===== src/rtl/fl_ckpt_ctrl_pkg.sv =====
// Shared widths, FSM encodings and slot payload for the free-list branch-checkpoint controller.
// Optional feature macro: FL_CKPT_BYPASS_EN (same-cycle reuse of a slot freed by a correct resolve).
package fl_ckpt_ctrl_pkg;

   localparam int unsigned CKPT_NUM  = 4;
   localparam int unsigned BR_TAG_W  = 2;
   localparam int unsigned FL_HEAD_W = 5;

   localparam logic [0:0] ST_IDLE    = 1'b0;
   localparam logic [0:0] ST_RECOVER = 1'b1;

   typedef struct packed {
      logic                  busy;
      logic [FL_HEAD_W-1:0]  head;
      logic [CKPT_NUM-1:0]   older;
   } ckpt_slot_t;

   function automatic logic [CKPT_NUM-1:0] tag_onehot(input logic [BR_TAG_W-1:0] tag);
      return CKPT_NUM'(1) << tag;
   endfunction

endpackage


===== src/rtl/fl_ckpt_ctrl_prio_sel.sv =====
// Lowest-index-free priority selector for checkpoint slot allocation.
module ckpt_prio_sel
   import fl_ckpt_ctrl_pkg::*;
(
   input  logic [CKPT_NUM-1:0] busy_i,
   output logic [BR_TAG_W-1:0] idx_o,
   output logic                found_o
);

   always_comb begin
      idx_o   = '0;
      found_o = 1'b0;
      for (int i = 0; i < int'(CKPT_NUM); i++) begin
         if (!busy_i[i] && !found_o) begin
            idx_o   = BR_TAG_W'(i);
            found_o = 1'b1;
         end
      end
   end

endmodule


===== src/rtl/fl_ckpt_ctrl.sv =====
// Branch-checkpoint controller: snapshots the free-list head per branch and drives free-list recovery.
// Optional feature macro: FL_CKPT_BYPASS_EN (slot freed by a correct resolve is reusable the same cycle).
module fl_ckpt_ctrl
   import fl_ckpt_ctrl_pkg::*;
(
   input  logic                 clk,
   input  logic                 rst,
   input  logic                 br_dispatch_en_i,
   input  logic [FL_HEAD_W-1:0] fl_cur_head_i,
   input  logic                 br_resolve_en_i,
   input  logic [BR_TAG_W-1:0]  br_resolve_tag_i,
   input  logic                 br_mispredict_i,
   output logic [BR_TAG_W-1:0]  br_tag_o,
   output logic                 br_tag_vld_o,
   output logic                 br_stall_o,
   output logic                 fl_recover_en_o,
   output logic [FL_HEAD_W-1:0] fl_recover_head_o,
   output logic [CKPT_NUM-1:0]  br_kill_mask_o,
   output logic [CKPT_NUM-1:0]  ckpt_busy_o
);

   logic [0:0]           state_q, state_d;
   ckpt_slot_t           slot_q [CKPT_NUM];
   ckpt_slot_t           slot_d [CKPT_NUM];
   logic [FL_HEAD_W-1:0] rec_head_q, rec_head_d;
   logic [CKPT_NUM-1:0]  kill_q, kill_d;

   logic [CKPT_NUM-1:0]  busy_vec_c;
   logic [CKPT_NUM-1:0]  res_oh_c;
   logic                 res_hit_c;
   logic                 mp_vld_c;
   logic [CKPT_NUM-1:0]  free_c;
   logic [CKPT_NUM-1:0]  kill_c;
   logic [CKPT_NUM-1:0]  alloc_busy_c;
   logic [CKPT_NUM-1:0]  clear_c;
   logic [BR_TAG_W-1:0]  alloc_idx_c;
   logic                 alloc_found_c;

   // Resolve decode; resolves are ignored while recovering or when the tag is not live.
   always_comb begin
      for (int i = 0; i < int'(CKPT_NUM); i++) begin
         busy_vec_c[i] = slot_q[i].busy;
      end
      res_oh_c  = tag_onehot(br_resolve_tag_i);
      res_hit_c = (state_q == ST_IDLE) && br_resolve_en_i && ((busy_vec_c & res_oh_c) != '0);
      mp_vld_c  = res_hit_c && br_mispredict_i;
      free_c    = (res_hit_c && !br_mispredict_i) ? res_oh_c : '0;
      kill_c    = res_oh_c;
      for (int i = 0; i < int'(CKPT_NUM); i++) begin
         if (slot_q[i].busy && ((slot_q[i].older & res_oh_c) != '0)) begin
            kill_c[i] = 1'b1;
         end
      end
      clear_c = mp_vld_c ? kill_c : free_c;
   end

`ifdef FL_CKPT_BYPASS_EN
   assign alloc_busy_c = busy_vec_c & ~free_c;
`else
   assign alloc_busy_c = busy_vec_c;
`endif

   ckpt_prio_sel u_prio_sel (
      .busy_i  (alloc_busy_c),
      .idx_o   (alloc_idx_c),
      .found_o (alloc_found_c)
   );

   assign br_tag_o     = alloc_idx_c;
   assign br_stall_o   = !alloc_found_c || (state_q == ST_RECOVER);
   assign br_tag_vld_o = br_dispatch_en_i && !br_stall_o && !mp_vld_c;

   // Next-state: FSM, recovery payload, slot clear then allocate.
   always_comb begin
      state_d    = state_q;
      rec_head_d = '0;
      kill_d     = '0;
      for (int i = 0; i < int'(CKPT_NUM); i++) begin
         slot_d[i] = slot_q[i];
      end

      case (state_q)
         ST_IDLE: begin
            if (mp_vld_c) begin
               state_d    = ST_RECOVER;
               rec_head_d = slot_q[br_resolve_tag_i].head;
               kill_d     = kill_c;
            end
         end
         ST_RECOVER: state_d = ST_IDLE;
         default:    state_d = ST_IDLE;
      endcase

      for (int i = 0; i < int'(CKPT_NUM); i++) begin
         slot_d[i].older = slot_q[i].older & ~clear_c;
         if (clear_c[i]) begin
            slot_d[i].busy  = 1'b0;
            slot_d[i].older = '0;
         end
         if (br_tag_vld_o && (BR_TAG_W'(i) == alloc_idx_c)) begin
            slot_d[i].busy  = 1'b1;
            slot_d[i].head  = fl_cur_head_i;
            slot_d[i].older = busy_vec_c & ~free_c;
         end
      end
   end

   always_ff @(posedge clk) begin
      if (rst) begin
         state_q    <= ST_IDLE;
         rec_head_q <= '0;
         kill_q     <= '0;
         for (int i = 0; i < int'(CKPT_NUM); i++) begin
            slot_q[i] <= '0;
         end
      end else begin
         state_q    <= state_d;
         rec_head_q <= rec_head_d;
         kill_q     <= kill_d;
         for (int i = 0; i < int'(CKPT_NUM); i++) begin
            slot_q[i] <= slot_d[i];
         end
      end
   end

   assign fl_recover_en_o   = (state_q == ST_RECOVER);
   assign fl_recover_head_o = rec_head_q;
   assign br_kill_mask_o    = kill_q;
   assign ckpt_busy_o       = busy_vec_c;

endmodule


===== config.mk =====
export PLATFORM = sky130hd
export DESIGN_NAME = fl_ckpt_ctrl
export DESIGN_NICKNAME = d
export VERILOG_FILES = /design/src/rtl/fl_ckpt_ctrl_pkg.sv /design/src/rtl/fl_ckpt_ctrl_prio_sel.sv /design/src/rtl/fl_ckpt_ctrl.sv
export SDC_FILE = /design/constraint.sdc
export NUM_CORES = 1
export LEC_CHECK = 0
export BUFFER_PORTS_ARGS = -buffer_cell sky130_fd_sc_hd__buf_2
export CAP_MARGIN = 5
export CELL_PAD_IN_SITES_DETAIL_PLACEMENT = 1
export CELL_PAD_IN_SITES_GLOBAL_PLACEMENT = 1
export CORE_UTILIZATION = 46
export CTS_BUF_LIST = sky130_fd_sc_hd__clkbuf_16
export DETAILED_ROUTE_END_ITERATION = 8
export PLACE_DENSITY_LB_ADDON = 0.1
export REMOVE_ABC_BUFFERS = 1
export SETUP_SLACK_MARGIN = 0.2
export SYNTH_ARGS = -nofsm -noshare
export SYNTH_HDL_FRONTEND = slang
export SYNTH_SLANG_ARGS = --single-unit

===== constraint.sdc =====
create_clock -name clk -period 3.9 [get_ports clk]
set_input_delay 0.39 -clock clk [delete_from_list [all_inputs] [get_ports clk]]
set_output_delay 0.39 -clock clk [all_outputs]
set_load 0.05 [all_outputs]

==> results_dict.tcl, run 1 <==
set metrics [dict create \
    status "complete, no violations" \
    die_h_um 70.9 \
    drv_slew 0 \
    worst_pin_slew_ns 0.641 \
    viasPerCell 5.80 \
    min_period_over_period_pct 62.9 \
    cts-resized-gates 0 \
    routed_wl_um 5500 \
    synth_cell_types 37 \
    path_clk_slew_ns 0.06 \
    num_io_pins 30 \
    met2_usage_pct 37.9 \
    worstSetupStartpointType "register" \
    hold_viol 0 \
    hold_buffers 0 \
    worstPathArrival_ns 2.61 \
    grt_pass1_vias 1720 \
    r2r_end "slot_q[3][5]" \
    fmax_mhz 408 \
    antenna_found_initial 0 \
    cts_tree "yes" \
    tns_ns 0 \
    maxSlewHeadroom_pct 56.7 \
    row_count 24 \
    fin_crit_ns 2.45 \
    path_delay_family "simple AND/OR/NAND/NOR gates" \
    setup_violations 0 \
    powerDensity_mw_per_mm2 471 \
    endpoint "slot_q[3][5]" \
    die-area_mm2 0.00502 \
    yosysWarningCount 0 \
    placed_area_mm2 0.00224 \
    fillers 541 \
    rr_worst_depth 5 \
    grt_use_met3_pct 4.99 \
    final_area_mm2 0.00243 \
    ys_seq_elements 46 \
    wl_per_cell_um 17.9 \
    busiest_layer "met2" \
    dp_slack_ns 1.24 \
    syn_area_per_cell_um2 8.90 \
    drtIter0Drc 135 \
    cpMaxStageDelayCell "or4_1" \
    cts_buffers 5 \
    syn2layout_area_growth_pct 11.2 \
    crit_chain "mux4_2 -> and3_4 -> or4_1 -> mux2i_1 -> nor2_1" \
    io_buffer_count 29 \
    hpwlAfterDp_um 3500 \
    fp.coreArea_mm2 0.00444 \
    path_class "reg -> reg" \
    post_cts_buffers 0 \
    grt_max_degree 30 \
    antenna_left 0 \
    hold_class "in -> reg" \
    finClkSkew_ns 0.00379 \
    yosysSeqAreaShare_pct 42.2 \
    drv_cap 0 \
    worstPathMaxFanout 15 \
    grt_pass1_wl_um 9130 \
    gr-total-overflow 0 \
    finalPower_mw 1.14 \
    vdd_ir_drop_max_mv 0.216 \
    r2r_start "slot_q[0][9]" \
    power.leakage_nw 1.11 \
    holdWs_ns 0.384 \
    clk_path_buf_depth 2 \
    diodes 0 \
    clkLatencyLatePin_ns 0.29 \
    syn-cell-area_mm2 0.00218 \
    ff2ff_setup_slack_ns 1.45 \
    synth_cells 245 \
    path_buf_inv 0 \
    drc 0 \
    cts.sinks 46 \
    drt_pass1_iterations 8 \
    post_route_cells_drive_above_1_share_pct 18.4 \
    htree_levels 2 \
    cp.depth 5 \
    crit_start "slot_q[0][9]" \
    routabilityCongestion 0.805 \
    die_w_um 70.9 \
    via_count 1781 \
    timing.final.ws_setup_ns 1.45 \
    grt.met1_usage_pct 32.7 \
    worstPathRequired_ns 4.05 \
    cts-root-buf "clkbuf_16" \
    grt.total_usage_pct 23.9 \
    critPathCaptureType "register" \
    initial_core_util_pct 49.1 \
    rsz0062_at_grt "no" \
    cpPeakStageDelay_ns 0.77 \
    nets 266 \
]
worst min-delay path by stage:
stage | start | end | slack [ns] | depth (start not counted)
floorplan | slot_q[1][3] | slot_q[1][3] | 0.44 | 2
global placement | slot_q[1][2] | slot_q[1][2] | 0.45 | 2
detailed placement | slot_q[3][1] | slot_q[3][1] | 0.46 | 2
CTS | fl_cur_head_i[4] | slot_q[2][8] | 0.38 | 3
global route | fl_cur_head_i[0] | slot_q[1][4] | 0.41 | 3
finish | fl_cur_head_i[4] | slot_q[2][8] | 0.38 | 3
kinds of logic after synthesis:
logic type	after synthesis	share of synthesized area [%]
AO/OA/AOI/OAI	47	13.4
multiplexers	26	15.4
AND/OR/NAND/NOR	96	21.2
buffers and inverters	30	7.75
flip-flops	46	42.2
synth_stat cells (all sizes together):
cell	n	share of area, %
nand2b	10	2.9
nand3	5	1.1
a21boi	2	0.69
nor4	1	0.29
mux4	6	6.2
a41o	1	0.46
or3	1	0.29
or4b	1	0.63
a21oi	15	3.4
nor2	27	4.6
o32ai	1	0.75
nor2b	1	0.29
o22ai	13	3.7
nand4	1	0.29
o21ai	7	1.6
mux2i	20	9.2
inv	2	0.34
buf	14	5.0
or3b	1	0.40
dfxtp	46	42
a21o	1	0.34
nand2	35	6.0
nor4b	1	0.40
a31oi	1	0.29
nor3b	1	0.34
o21bai	3	1.0
o311ai	1	0.40
and3	6	2.0
a22oi	2	0.69
clkbuf	14	2.4
or4	2	0.69
nand3b	2	0.69
and2	1	0.29
sequential cells by signal, indices dropped and copies added (netlist names):
signal / flops
fl_recover_en_o: 1
br_kill_mask_o: 4
slot_q: 36
fl_recover_head_o: 5
power breakdown:
group / switching, mW / internal, mW / leakage, nW / total, mW
Sequential: 0.0115 / 0.480 / 0.372 / 0.492
Clock: 0.177 / 0.365 / 0.0915 / 0.542
Combinational: 0.0711 / 0.0370 / 0.646 / 0.108
layout make-up:
cell class | count | area [um2] | share of cell area (%)
multi-input combinational | 169 | 1090 | 45.0
timing repair buffer | 30 | 153 | 6.29
clock inverter | 3 | 63.8 | 2.63
sequential | 46 | 921 | 38.0
clock buffer | 5 | 125 | 5.16
tap | 52 | 65.1 | 2.68
inverter | 2 | 7.51 | 0.309
worst reg2reg max path, delay by kind of cell (launching register included):
family / cells / cell delay (ns)
DFF: 1 / 0.45
and+or+nand+nor: 3 / 1.07
muxes: 2 / 0.80
per-layer routing:
layer  vias to the layer above  share of wire, %  routed length [um]
li1                        864                 -                   -
met1                       860                46                2550
met2                        48                47                2580
met3                         9               4.8                 265
met4                         0               1.8                  97
met5                         -                 0                   0
through the flow:
stage / util, % / std cells
global placement: 50.3 / 299
CTS: 54.6 / 307
global route: 54.6 / 307
detailed placement: 50.3 / 299
floorplan: - / 217
finish: 54.6 / 307
layout by cell type, fill, tap and decap left out, types with 2 or more instances in the layout:
cell,netlist,final
bufinv_16,0,2
nand2_1,35,35
nor2_1,27,27
clkbuf_16,0,5
nand3b_1,2,2
o21bai_1,3,3
mux2i_1,20,20
dfxtp_1,46,46
nand2b_1,10,10
o22ai_1,13,13
o21ai_0,7,7
or4_1,2,2
a21boi_0,2,2
inv_1,2,2
buf_2,3,29
a22oi_1,2,2
mux4_2,6,6
a21oi_1,15,15
nand3_1,5,5
and3_1,5,5
Power figures use the tool's default switching activity.
==> run 2: changes to the inputs <==
- CORE_UTILIZATION: 46 -> 38
- clock period: 3.9 -> 2 ns (I/O delays scaled with it)
==> results_dict.tcl, run 2 (synthesized netlist as in run 1, its figures left out) <==
set metrics [dict create \
    clkLatencyLatePin_ns 0.29 \
    placed_area_mm2 0.00238 \
    clkPwrFrac_pct 43.9 \
    via_count 1841 \
    routed_wl_um 5920 \
    whs_endpoint "slot_q[2][5]" \
    worstPathArrival_ns 2.21 \
    drtIter0Drc 118 \
    path_clk_slew_ns 0.07 \
    grt_pass1_vias 1806 \
    drc 0 \
    layout.cells.most_common "dfxtp_1" \
    dp_slack_ns -0.0941 \
    fp.coreArea_mm2 0.00551 \
    cts_buffers 5 \
    final_area_mm2 0.00270 \
    setup_violations 20 \
    io_buffer_count 29 \
    worstPathMaxFanout 8 \
    power.leakage_nw 1.24 \
    worst_pin_slew_ns 0.702 \
    gr-total-overflow 0 \
    finalPower_mw 2.16 \
    hold_class "in -> reg" \
    power_frac_comb_pct 12.1 \
    maxSlewHeadroom_pct 52.6 \
    min_path_cells 3 \
    ff2ff_setup_slack_ns -0.04 \
    syn2layout_area_growth_pct 23.9 \
    fin_cells 347 \
    initial_core_util_pct 39.6 \
    largest_reg_flops 36 \
    diodes 0 \
    largest_register "slot_q" \
    hold_viol 0 \
    die-area_mm2 0.00605 \
    fin_crit_ns 2.04 \
    p_switching_uw 528 \
    min_from "fl_cur_head_i[1]" \
    min_period_over_period_pct 102 \
    hold_buffers 0 \
    wl_per_cell_um 17.1 \
    drt_pass1_iterations 4 \
    grt.total_usage_pct 20.5 \
    routabilityCongestion 0.742 \
    grt_pass1_wl_um 9450 \
    hpwlAfterDp_um 4050 \
    placedCellCount 335 \
    row_count 27 \
    finClkSkew_ns 0.00456 \
    internal_power_mw 1.63 \
    worstPathRequired_ns 2.16 \
    layout_common_cells "44 x dfxtp_1, 29 x nand2_1, 28 x buf_2, 27 x nor2_1, 20 x mux2i_1" \
    holdWs_ns 0.203 \
    post_route_cells_drive_above_1_share_pct 30.9 \
    clk_path_buf_depth 2 \
    pwr-share-seq_pct 44.0 \
    antenna_left 0 \
    drv_cap 0 \
    worstSetupStartpointType "register" \
    r2r_start "slot_q[3][9]" \
    critPathCaptureType "register" \
    nets 286 \
    rr_worst_depth 6 \
    die_w_um 77.8 \
    cts.sinks 46 \
    num_io_pins 30 \
    cts_tree "yes" \
    vdd_ir_drop_max_mv 0.558 \
    htree_levels 2 \
    rsz0062_at_grt "yes" \
    violations "negative setup slack" \
    path_class "reg -> reg" \
    viasPerCell 5.31 \
    drv_slew 0 \
    switching_share_pct 24.5 \
    powerDensity_mw_per_mm2 798 \
    cts-root-buf "clkbuf_16" \
    grt_max_degree 29 \
    timing.final.ws_setup_ns -0.0410 \
    status "finished, violations left" \
    antenna_found_initial 0 \
    die_h_um 77.8 \
    fmax_mhz 490 \
    r2r_end "slot_q[2][8]" \
]
run 2: cell count changes in the layout (fill, tap and decap cells not counted), moves of 2 or more:
cell,change
buf_4,+11
buf_6,+9
nand2_1,-6
nand2_2,+5
o22ai_1,-5
o22ai_2,+5
dfxtp_1,-2
dfxtp_2,+2
or4_1,-2
or4_4,+2
run 2: worst max-delay path: stages (launching register included):
cell,delay [ns]
dfxtp_2,0.33
mux4_2,0.50
and3_4,0.24
or4_4,0.50
buf_6,0.16
mux2i_1,0.14
nor2_1,0.05
run 2: routing by layer:
layer,part of all wire (%),global-route usage (%)
met1,46,27.2
met5,0,0
met3,2.4,3.53
met4,0.57,4.91
met2,51,34.5
run 2: worst max-delay path by stage:
stage,cells past startpoint,from,endpoint
after global routing,6,slot_q[3][9],slot_q[2][8]
after CTS,6,slot_q[3][9],slot_q[2][8]
final,6,slot_q[3][9],slot_q[2][8]
after detailed placement,5,br_resolve_tag_i[0],slot_q[1][0]
after floorplan,3,slot_q[0][9],br_tag_vld_o
after global placement,7,br_resolve_tag_i[0],slot_q[3][6]
run 2: per-stage QoR:
stage | setup TNS (ns) | utilization, %
floorplan | -10.21 | -
global placement | -1.52 | 43.3
detailed placement | -1.61 | 43.3
CTS | -0.342 | 47.6
global route | -1.56 | 49.1
finish | -0.481 | 49.1
run 2: timing repair:
item / in CTS / in global routing
buffers inserted: 1 / 2
setup endpoints to repair: 37 / 37
cloned: 1 / 0
pin swaps: 3 / 11
resized for setup: 14 / 16
run 2: power by group through the flow:
stage	clock, mW	combinational [mW]	sequential (mW)
floorplan	0	0.115	0.986
global placement	0	0.238	0.967
detailed placement	0	0.238	0.968
CTS	0.957	0.251	0.947
global route	1.01	0.280	0.950
finish	0.948	0.261	0.948
run 2: cell type report:
cell class	instances	area [um2]
fillers	663	2810
multi-input cells	170	1180
flip-flops and latches	46	923
repair buffers	49	332
clock buffers	5	125
well taps	72	90.1
clock inverters	3	43.8
inverters	2	7.51
==> run 3: changes to the inputs <==
- REMOVE_ABC_BUFFERS: 1 -> default
==> results_dict.tcl, run 3 (synthesized netlist as in run 1, its figures left out) <==
set metrics [dict create \
    critPathCaptureType "register" \
    htree_levels 2 \
    grt.total_usage_pct 21.4 \
    min_period_over_period_pct 99.9 \
    gr-total-overflow 0 \
    wl_per_cell_um 17.9 \
    layout_common_cells "44 x dfxtp_1, 32 x nand2_1, 29 x buf_2, 27 x nor2_1, 20 x mux2i_1" \
    holdWs_ns 0.194 \
    min_path_cells 3 \
    pwr-share-seq_pct 43.8 \
    routed_wl_um 6150 \
    min_from "fl_cur_head_i[4]" \
    drv_slew 0 \
    power.leakage_nw 1.21 \
    p_switching_uw 539 \
    worstPathRequired_ns 2.17 \
    power_frac_comb_pct 11.6 \
    synth_nets 257 \
    antenna_found_initial 0 \
    powerDensity_mw_per_mm2 818 \
    fp.coreArea_mm2 0.00551 \
    hpwlAfterDp_um 4070 \
    row_count 27 \
    largest_reg_flops 36 \
    rr_worst_depth 6 \
    worst_pin_slew_ns 0.775 \
    clkPwrFrac_pct 44.6 \
    status "complete, no violations" \
    cts_buffers 5 \
    ff2ff_setup_slack_ns 0.002 \
    viasPerCell 5.30 \
    tns_ns 0 \
    finClkSkew_ns 0.00417 \
    drc 0 \
    fin_crit_ns 2.00 \
    grt_pass1_vias 1841 \
    rsz0062_at_grt "yes" \
    whs_endpoint "slot_q[2][8]" \
    setup_violations 0 \
    die_w_um 77.8 \
    initial_core_util_pct 39.6 \
    fin_cells 343 \
    drtIter0Drc 70 \
    nets 282 \
    cts.sinks 46 \
    hold_class "in -> reg" \
    fmax_mhz 500 \
    vdd_ir_drop_max_mv 0.335 \
    syn2layout_area_growth_pct 21.0 \
    clk_path_buf_depth 2 \
    timing.final.ws_setup_ns 0.00194 \
    io_buffer_count 29 \
    grt_pass1_wl_um 9800 \
    maxSlewHeadroom_pct 47.7 \
    r2r_end "slot_q[2][4]" \
    final_area_mm2 0.00264 \
    routabilityCongestion 0.750 \
    fillers 650 \
    layout.cells.most_common "dfxtp_1" \
    placedCellCount 332 \
    final_util_pct 47.9 \
    diodes 0 \
    path_clk_slew_ns 0.07 \
    worstSetupStartpointType "register" \
    r2r_start "slot_q[3][9]" \
    antenna_left 0 \
    cts-root-buf "clkbuf_16" \
    path_class "reg -> reg" \
    grt_max_degree 29 \
    post_route_cells_drive_above_1_share_pct 27.7 \
    internal_power_mw 1.62 \
    via_count 1817 \
    hold_viol 0 \
    largest_register "slot_q" \
    placed_area_mm2 0.00236 \
    clkLatencyLatePin_ns 0.29 \
    dp_slack_ns -0.0284 \
    die-area_mm2 0.00605 \
    die_h_um 77.8 \
    drt_pass1_iterations 4 \
    drv_cap 0 \
    switching_share_pct 24.9 \
    num_io_pins 30 \
    worstPathArrival_ns 2.16 \
    cts_tree "yes" \
    worstPathMaxFanout 6 \
    finalPower_mw 2.16 \
]
-- run 3: worst max path at each step --
| stage | from | end | cells past startpoint |
|---|---|---|---|
| 2_1_floorplan | slot_q[3][9] | slot_q[1][0] | 8 |
| 3_5_place_dp | br_resolve_tag_i[0] | slot_q[2][4] | 7 |
| 4_1_cts | slot_q[3][9] | slot_q[2][4] | 6 |
| 5_1_grt | slot_q[3][9] | slot_q[2][4] | 6 |
| 6_report | slot_q[3][9] | slot_q[2][4] | 6 |
| 3_3_place_gp | br_resolve_tag_i[0] | slot_q[2][4] | 7 |
-- run 3: metal layers --
metal	GRT usage (%)	part of all wire [%]	up-vias
met5	0	0	-
met2	33.6	45	29
met4	5.66	0.93	0
met3	4.24	3.1	6
li1	-	-	895
met1	29.6	51	887
-- run 3: what timing repair did --
action,4_1_cts,5_1_grt
resized for setup,9,13
cloned,1,0
pin swaps,1,7
setup endpoints to repair,33,36
hold buffers,0,0
buffers inserted,0,2
-- run 3: area by class of cell --
| class | instances | area, um2 | area share, % |
|---|---|---|---|
| Clock buffer | 5 | 125 | 4.74 |
| Clock inverter | 3 | 43.8 | 1.66 |
| Inverter | 2 | 7.51 | 0.284 |
| Multi-Input combinational cell | 169 | 1150 | 43.4 |
| Sequential cell | 46 | 923 | 35.0 |
| Tap cell | 72 | 90.1 | 3.41 |
| Timing Repair Buffer | 46 | 303 | 11.5 |
-- run 3: worst max-delay path, cell delays in order, from the launching register on --
cell and delay, ns:
dfxtp_2 0.32, mux4_2 0.48, and3_4 0.19, or4_4 0.52
buf_8 0.17, mux2i_1 0.15, nor2_1 0.06
-- run 3: power by group through the flow --
stage | sequential, mW | clock (mW) | combinational [mW]
2_1_floorplan | 0.968 | 0 | 0.178
3_3_place_gp | 0.967 | 0 | 0.238
3_5_place_dp | 0.967 | 0 | 0.240
4_1_cts | 0.946 | 0.980 | 0.247
5_1_grt | 0.948 | 1.02 | 0.271
6_report | 0.947 | 0.962 | 0.250
